## src/rtl/cpumc_arbiter.sv

```systemverilog
// cpumc_arbiter: N-master arbiter for the shared CPU memory-controller bus.
// A registered one-hot grant selects which master's address, direction and
// write data reach cart/wram/ppu. Fixed-priority or round-robin selection,
// a bounded hold time that a master can override with its lock bit, and one
// mandatory idle cycle between successive owners.
module cpumc_arbiter #(
    parameter int NUM_MASTERS = 3,
    parameter int ADDR_W      = 16,
    parameter int DATA_W      = 8,
    parameter int RR_MODE     = 0,
    parameter int MAX_HOLD    = 0
) (
    input  logic                          clk_in,
    input  logic                          nres_in,
    input  logic [NUM_MASTERS-1:0]        req_in,
    input  logic [NUM_MASTERS-1:0]        lock_in,
    input  logic [NUM_MASTERS*ADDR_W-1:0] a_in,
    input  logic [NUM_MASTERS-1:0]        r_nw_in,
    input  logic [NUM_MASTERS*DATA_W-1:0] d_in,
    output logic [NUM_MASTERS-1:0]        gnt_out,
    output logic [2:0]                    gnt_idx_out,
    output logic                          busy_out,
    output logic [ADDR_W-1:0]             a_out,
    output logic                          r_nw_out,
    output logic [DATA_W-1:0]             d_out
);

    localparam int HOLD_W = (MAX_HOLD < 1) ? 1 : $clog2(MAX_HOLD + 1);
    localparam logic [HOLD_W-1:0]      HOLD_MAX = HOLD_W'(MAX_HOLD);
    localparam logic [HOLD_W-1:0]      HOLD_ONE = HOLD_W'(1);
    localparam logic [HOLD_W-1:0]      HOLD_ZERO = HOLD_W'(0);
    localparam logic [2:0]             LAST_RST = 3'(NUM_MASTERS - 1);
    localparam logic [NUM_MASTERS-1:0] GNT_ONE  = NUM_MASTERS'(1);
    localparam logic [NUM_MASTERS-1:0] GNT_NONE = NUM_MASTERS'(0);
    localparam bit                     HOLD_EN  = (MAX_HOLD > 0);
    localparam bit                     RR_EN    = (RR_MODE != 0);

    typedef enum logic [0:0] {
        ST_IDLE  = 1'b0,
        ST_OWNED = 1'b1
    } state_e;

    state_e                 state_q, state_d;
    logic [NUM_MASTERS-1:0] gnt_q, gnt_d;
    logic [2:0]             idx_q, idx_d;
    logic [2:0]             last_q, last_d;
    logic [HOLD_W-1:0]      hold_q, hold_d;

    logic [2:0]             win_s;
    logic [HOLD_W-1:0]      hold_inc_s;
    logic                   owner_req_s;
    logic                   owner_lock_s;
    logic                   others_req_s;
    logic                   expire_s;

    // Lowest requesting index wins.
    function automatic logic [2:0] pick_fixed(input logic [NUM_MASTERS-1:0] req);
        logic [2:0] pick;
        pick = 3'd0;
        for (int i = NUM_MASTERS - 1; i >= 0; i--) begin
            if (req[i]) pick = 3'(i);
        end
        return pick;
    endfunction

    // First requester searching upward from last+1, wrapping to index 0.
    function automatic logic [2:0] pick_rr(input logic [NUM_MASTERS-1:0] req,
                                           input logic [2:0]             last);
        logic [2:0] pick;
        logic       found;
        pick  = 3'd0;
        found = 1'b0;
        for (int i = 0; i < NUM_MASTERS; i++) begin
            if (!found && (3'(i) > last) && req[i]) begin
                pick  = 3'(i);
                found = 1'b1;
            end
        end
        for (int i = 0; i < NUM_MASTERS; i++) begin
            if (!found && (3'(i) <= last) && req[i]) begin
                pick  = 3'(i);
                found = 1'b1;
            end
        end
        return pick;
    endfunction

    // Winner selection and hold-expiry qualification for the current owner.
    always_comb begin
        win_s        = RR_EN ? pick_rr(req_in, last_q) : pick_fixed(req_in);
        owner_req_s  = |(req_in & gnt_q);
        owner_lock_s = |(lock_in & gnt_q);
        others_req_s = |(req_in & ~gnt_q);
        hold_inc_s   = (hold_q == HOLD_MAX) ? hold_q : (hold_q + HOLD_ONE);
        expire_s     = HOLD_EN && (hold_inc_s == HOLD_MAX) && !owner_lock_s && others_req_s;
    end

    // Next-state logic: grant from IDLE, release or revoke from OWNED.
    always_comb begin
        state_d = state_q;
        gnt_d   = gnt_q;
        idx_d   = idx_q;
        last_d  = last_q;
        hold_d  = hold_q;
        case (state_q)
            ST_IDLE: begin
                if (|req_in) begin
                    state_d = ST_OWNED;
                    gnt_d   = GNT_ONE << win_s;
                    idx_d   = win_s;
                    last_d  = win_s;
                    hold_d  = HOLD_ZERO;
                end else begin
                    state_d = ST_IDLE;
                end
            end
            ST_OWNED: begin
                // Release and expiry share one outcome: drop to IDLE for a cycle.
                if (!owner_req_s || expire_s) begin
                    state_d = ST_IDLE;
                    gnt_d   = GNT_NONE;
                    idx_d   = 3'd0;
                    hold_d  = HOLD_ZERO;
                end else begin
                    hold_d  = hold_inc_s;
                end
            end
            default: begin
                state_d = ST_IDLE;
                gnt_d   = GNT_NONE;
                idx_d   = 3'd0;
                hold_d  = HOLD_ZERO;
            end
        endcase
    end

    // State, grant, owner index, round-robin pointer and hold counter registers.
    always_ff @(posedge clk_in or negedge nres_in) begin
        if (!nres_in) begin
            state_q <= ST_IDLE;
            gnt_q   <= GNT_NONE;
            idx_q   <= 3'd0;
            last_q  <= LAST_RST;
            hold_q  <= HOLD_ZERO;
        end else begin
            state_q <= state_d;
            gnt_q   <= gnt_d;
            idx_q   <= idx_d;
            last_q  <= last_d;
            hold_q  <= hold_d;
        end
    end

    // Shared bus mux driven from the registered one-hot grant; idle bus reads address 0.
    always_comb begin
        a_out    = {ADDR_W{1'b0}};
        d_out    = {DATA_W{1'b0}};
        r_nw_out = &(~gnt_q | r_nw_in);
        for (int i = 0; i < NUM_MASTERS; i++) begin
            a_out = a_out | ({ADDR_W{gnt_q[i]}} & a_in[i*ADDR_W +: ADDR_W]);
            d_out = d_out | ({DATA_W{gnt_q[i]}} & d_in[i*DATA_W +: DATA_W]);
        end
    end

    assign gnt_out     = gnt_q;
    assign gnt_idx_out = idx_q;
    assign busy_out    = |gnt_q;

endmodule

```

## config.mk

```make
export PLATFORM = sky130hd
export DESIGN_NAME = cpumc_arbiter
export DESIGN_NICKNAME = d
export VERILOG_FILES = /design/src/rtl/cpumc_arbiter.sv
export SDC_FILE = /design/constraint.sdc
export NUM_CORES = 1
export LEC_CHECK = 0
export ABC_CLOCK_PERIOD_IN_PS = 1150
export CAP_MARGIN = 0
export CORE_UTILIZATION = 20
export CTS_BUF_LIST = sky130_fd_sc_hd__clkbuf_8
export DETAILED_ROUTE_END_ITERATION = 6
export PLACE_DENSITY_LB_ADDON = 0.2
export SETUP_SLACK_MARGIN = 0.3
export SLEW_MARGIN = 20
export SYNTH_ARGS = -nofsm -noshare
export SYNTH_HDL_FRONTEND = slang
export SYNTH_SLANG_ARGS = --single-unit
```

## constraint.sdc

```tcl
create_clock -name clk_in -period 1.15 [get_ports clk_in]
set_input_delay 0.23 -clock clk_in [delete_from_list [all_inputs] [get_ports clk_in]]
set_output_delay 0.23 -clock clk_in [all_outputs]
set_load 0.05 [all_outputs]
```

**After elaboration in Yosys (flattened, before gate mapping)**

Index checks and enable logic that the tools add are counted.

- Output and inout bits: 32
- Bits in registers: 7
- Input bits: 83

- Equal/unequal tests: 2
- Reduce and logical (&&, ||, !) cells: 5
- Shift operators: 1
- Muxes and demuxes: 11
- Bitwise gates (word level): 14

Operators by type and width:

| cell | count |
|---|---|
| $and A16 B16 Y16 | 3 |
| $or A16 B16 Y16 | 2 |
| $and A8 B8 Y8 | 3 |
| $or A8 B8 Y8 | 2 |
| $mux W3 | 5 |
| $pmux W3 S2 | 2 |
| $reduce_or A3 Y1 | 3 |
| $ne A2 B2 Y1 const B | 2 |
| $and A3 B3 Y3 | 1 |
| $not A3 Y3 | 1 |
| $or A3 B3 Y3 | 1 |
| $reduce_and A3 Y1 | 1 |
| $shl A1 B3 Y3 const A | 1 |
| $mux W1 | 2 |
| $mux W2 | 1 |
| $pmux W1 S2 | 1 |
| $reduce_and A2 Y1 | 1 |
| $not A1 Y1 | 1 |

**Depth between registers and ports, before layout**

- Depth after elaboration: 6
- Gate-level depth with buffers: 4
- Gate-level depth less buffers: 3

**Least setup slack after synthesis**

Ideal clock, no wire load.

- Path kind: register to output
- From: reg gnt_q[0] (netlist: gnt_out[0])
- To: out r_nw_out
- Setup slack: -1.321 ns
- Required time: 0.920 ns
- Stages on the path, launching flop included: 4
- Buffers on the path: 2
- Arrival: 2.241 ns
- Path through: dfrtp_1 -> buf_6 -> buf_6 -> a222oi_1

- Cells in the longest elaborated chain, start to end: 3

RTL lines:

| item | line | RTL |
|---|---|---|
| from (decl) | 44 | `logic [NUM_MASTERS-1:0] gnt_q, gnt_d;` |
| from (signal assigned) | 147 | `gnt_q <= gnt_d;` |
| $not A3 Y3 | 158 | `r_nw_out = &(~gnt_q \| r_nw_in);` |
| $or A3 B3 Y3 | 158 |  |
| $reduce_and A3 Y1 | 158 |  |
| to (decl) | 24 | `output logic r_nw_out,` |

Every way passes these cells.

**Worst setup path in the final report**

- From: reg gnt_q[0] (netlist: gnt_out[0])
- To: out a_out[2]

- Cells in the longest elaborated chain, start to end: 3

RTL lines:

| item | line | RTL |
|---|---|---|
| $and A16 B16 Y16 | 160 | `a_out = a_out \| ({ADDR_W{gnt_q[i]}} & a_in[i*ADDR_W +: ADDR_W]);` |
| $or A16 B16 Y16 (2 in a row) | 160 |  |
| to (decl) | 23 | `output logic [ADDR_W-1:0] a_out,` |

Every way passes these cells.

==> flow_summary_export.csv <==
group,metric,value,unit
synthesis,syn_avg_cell_area,7.74,um^2
finish,syn2layout_area_growth,198,%
synthesis,ys_seq_elements,5,
clock_network,cts_buffer_depth,2,
status,status,"finished with violations",
drt,antenna_left,0,
worst_setup_path,r2r_end,"gnt_out[1]",
worst_setup_path,r2r_slack,-380,ps
clock_network,clock-root-buffer,"clkbuf_8",
power_and_ir_drop,seq_power_share,6.3,%
clock_network,htree_levels,1,
finish,antenna_cells,0,
clock_network,numCtsBuffers,3,
clock_network,numClockSinks,5,
finish,nets,292,
timing,finalWorstSetupSlack,-545,ps
clock_network,cts_tree,"built",
place,hpwl,2650,um
synthesis,synth_area,697,um^2
floorplanning,die_y,61.0,um
synthesis,yosysSeqAreaShare,18.0,%
synthesis,ys_types,17,
clock_network,holdBufCountCts,0,
global_routing,antenna_found_initial,0,
worst_hold_path,min_path_type,"in2async",
synthesis,synth.largest_area_cell,"a222oi_1",
timing,period_share,147,%
power_and_ir_drop,clockPowerShare,5.5,%
power_and_ir_drop,ir_drop,1.21,mV
floorplanning,row_count,21,
timing,holdWs,224,ps
worst_setup_path,reg2reg_depth,5,
floorplanning,pin_count,115,
power_and_ir_drop,total_power,0.00585,W
global_routing,grt_max_degree,16,
floorplanning,initial_utilization,20.9,%
drt,first_iter_violations,112,
worst_setup_path,r2r-start,"gnt_out[0]",
power_and_ir_drop,intPower,0.00261,W
timing,drv_slew,0,
synthesis,synth_top_area_share,35.9,%
worst_setup_path,path_class,"reg2out",
global_routing,grt_pass1_vias,1160,
power_and_ir_drop,power_density,2820,mW/mm^2
synthesis,synth_top_family_by_area,"compound AO/OA/AOI/OAI gates",
power_and_ir_drop,pwr-share-comb,88.2,%
timing,setup_violations,35,
power_and_ir_drop,p_sw,0.00324,W
drt,finalWirelength,3700,um
worst_setup_path,crit_arrival,1460,ps
floorplanning,die-area,0.00372,mm^2
global_routing,grt.total_usage,17.4,%
timing,skew,0.311,ps
timing,final-hold-violation-count,0,
worst_setup_path,cp-end-kind,"output port",
synthesis,synth_cells,90,
place,gp_congestion,0.779,
synthesis,synth-xor-area-share,0,%
place,placed_area,0.00184,mm^2
synthesis,synth_area_leaders,"a222oi_1 36%, dfrtp_1 18%, inv_1 15%",
drt,vias,1224,
finish,design_area,0.00207,mm^2
synthesis,yosys_warnings,0,
timing,setup-tns-final,-15620,ps
power_and_ir_drop,power.leakage,0.942,nW
power_and_ir_drop,switching_share,55.4,%
worst_setup_path,cp_max_fo,13,
synthesis,syn-num-nets,173,
timing,rsz0062_at_grt,"yes",
clock_network,clk_latency,220,ps
drt,drcViolationCount,0,
drt,viasPerCell,4.82,
status,violations,"negative setup slack",
finish,drive_gt1_share,39.9,%
timing,max_freq,0.590,GHz
synthesis,synth-compound-area-share,46.9,%
floorplanning,die_w,61.0,um
place,port_buffers,110,
drt,wl_per_cell,14.6,um
clock_network,clkTransAtPathRegs,40,ps
flow_run,drv_cap,0,
worst_setup_path,critPathRequiredTime,920,ps
synthesis,synthMuxAreaShare,0,%
floorplanning,core_area,0.00334,mm^2
global_routing,grt_pass1_wl,4840,um
global_routing,overflow,0,
timing,post-route-min-period,1690,ps
worst_setup_path,cp-start-kind,"flop",
synthesis,synthAdderAreaFrac,0,%
synthesis,yosys.area_share.simple,4.49,%
drt,first_pass_iters,7,
==> Yosys cell counts, drive strengths merged <==
cell type / n
a21oi: 5
a22o: 1
dfrtp: 5
clkbuf: 2
nor2: 2
or3: 1
o32ai: 1
conb: 1
nor4: 1
inv: 28
o21ai: 2
nand2: 3
a222oi: 25
o22ai: 3
buf: 10
==> worst max path at each step <==
stage,startpoint,to,cells after the start
2_1_floorplan,gnt_out[0],r_nw_out,3
3_3_place_gp,r_nw_in[0],r_nw_out,5
3_5_place_dp,r_nw_in[0],r_nw_out,5
4_1_cts,gnt_out[0],a_out[14],4
5_1_grt,gnt_out[0],d_out[1],4
6_report,gnt_out[0],a_out[2],4
==> sequential cells by signal, indices dropped and copies added, names as in the netlist <==
name / cells
state_q: 1
gnt_idx_out: 1
gnt_out: 3
==> power by group through the flow <==
stage | sequential, W | clock [W] | combinational [W]
4_1_cts | 0.000355 | 0.000327 | 0.00512
5_1_grt | 0.000383 | 0.000346 | 0.00539
3_3_place_gp | 0.000433 | 0 | 0.00438
2_1_floorplan | 0.000458 | 0 | 0.00295
3_5_place_dp | 0.000432 | 0 | 0.00443
6_report | 0.000369 | 0.000319 | 0.00516
==> layout make-up <==
| class | instances | area, um^2 |
|---|---|---|
| well taps | 46 | 57.6 |
| repair buffers | 126 | 1340 |
| multi-input cells | 45 | 393 |
| inverters | 28 | 105 |
| fillers | 297 | 1260 |
| clock buffers | 3 | 41.3 |
| flip-flops and latches | 5 | 131 |
| clock inverters | 1 | 3.75 |
==> worst max-delay path: stages (launching register included) <==
cell,delay [ps]
dfrtp_4,480
buf_6,160
a222oi_1,390
inv_2,60
buf_6,160
==> metrics by stage <==
step,utilization [%],instances,setup WS (ps)
final,62.2,254,-545
after global routing,62.2,254,-630
after CTS,61.5,254,-560
after detailed placement,55.2,246,-386
after global placement,55.2,246,-384
after floorplan,-,90,-1220
==> timing repair <==
action                     in CTS  in global routing
cloned                          1                  0
setup endpoints to repair      36                 36
pin swaps                      15                 14
resized for setup              37                  4
setup buffers                   3                  0
==> routing by layer <==
metal | vias to the layer above | track usage [%] | part of all wire, %
met5 | - | 0 | 0
met3 | 2 | 4.83 | 10
met4 | 0 | 4.87 | 0.78
met2 | 68 | 34.0 | 54
met1 | 565 | 18.0 | 35
li1 | 589 | - | -
==> cell families (layout without fill, tap and decap cells) <==
family,Yosys count,count (layout)
simple gates,7,7
buf+inv,40,158
flops,5,5
compound gates,37,37
other cells,1,1
==> placed cells by master (no fill, tap or decap), drive strengths merged, types with 2 or more instances in the layout <==
cell           instances
a21oi                  5
a222oi                25
buf                   47
clkbuf                 3
clkdlybuf4s50         79
dfrtp                  5
inv                   29
nand2                  3
nor2                   2
o21ai                  2
o22ai                  3
Power figures use the tool's default switching activity.
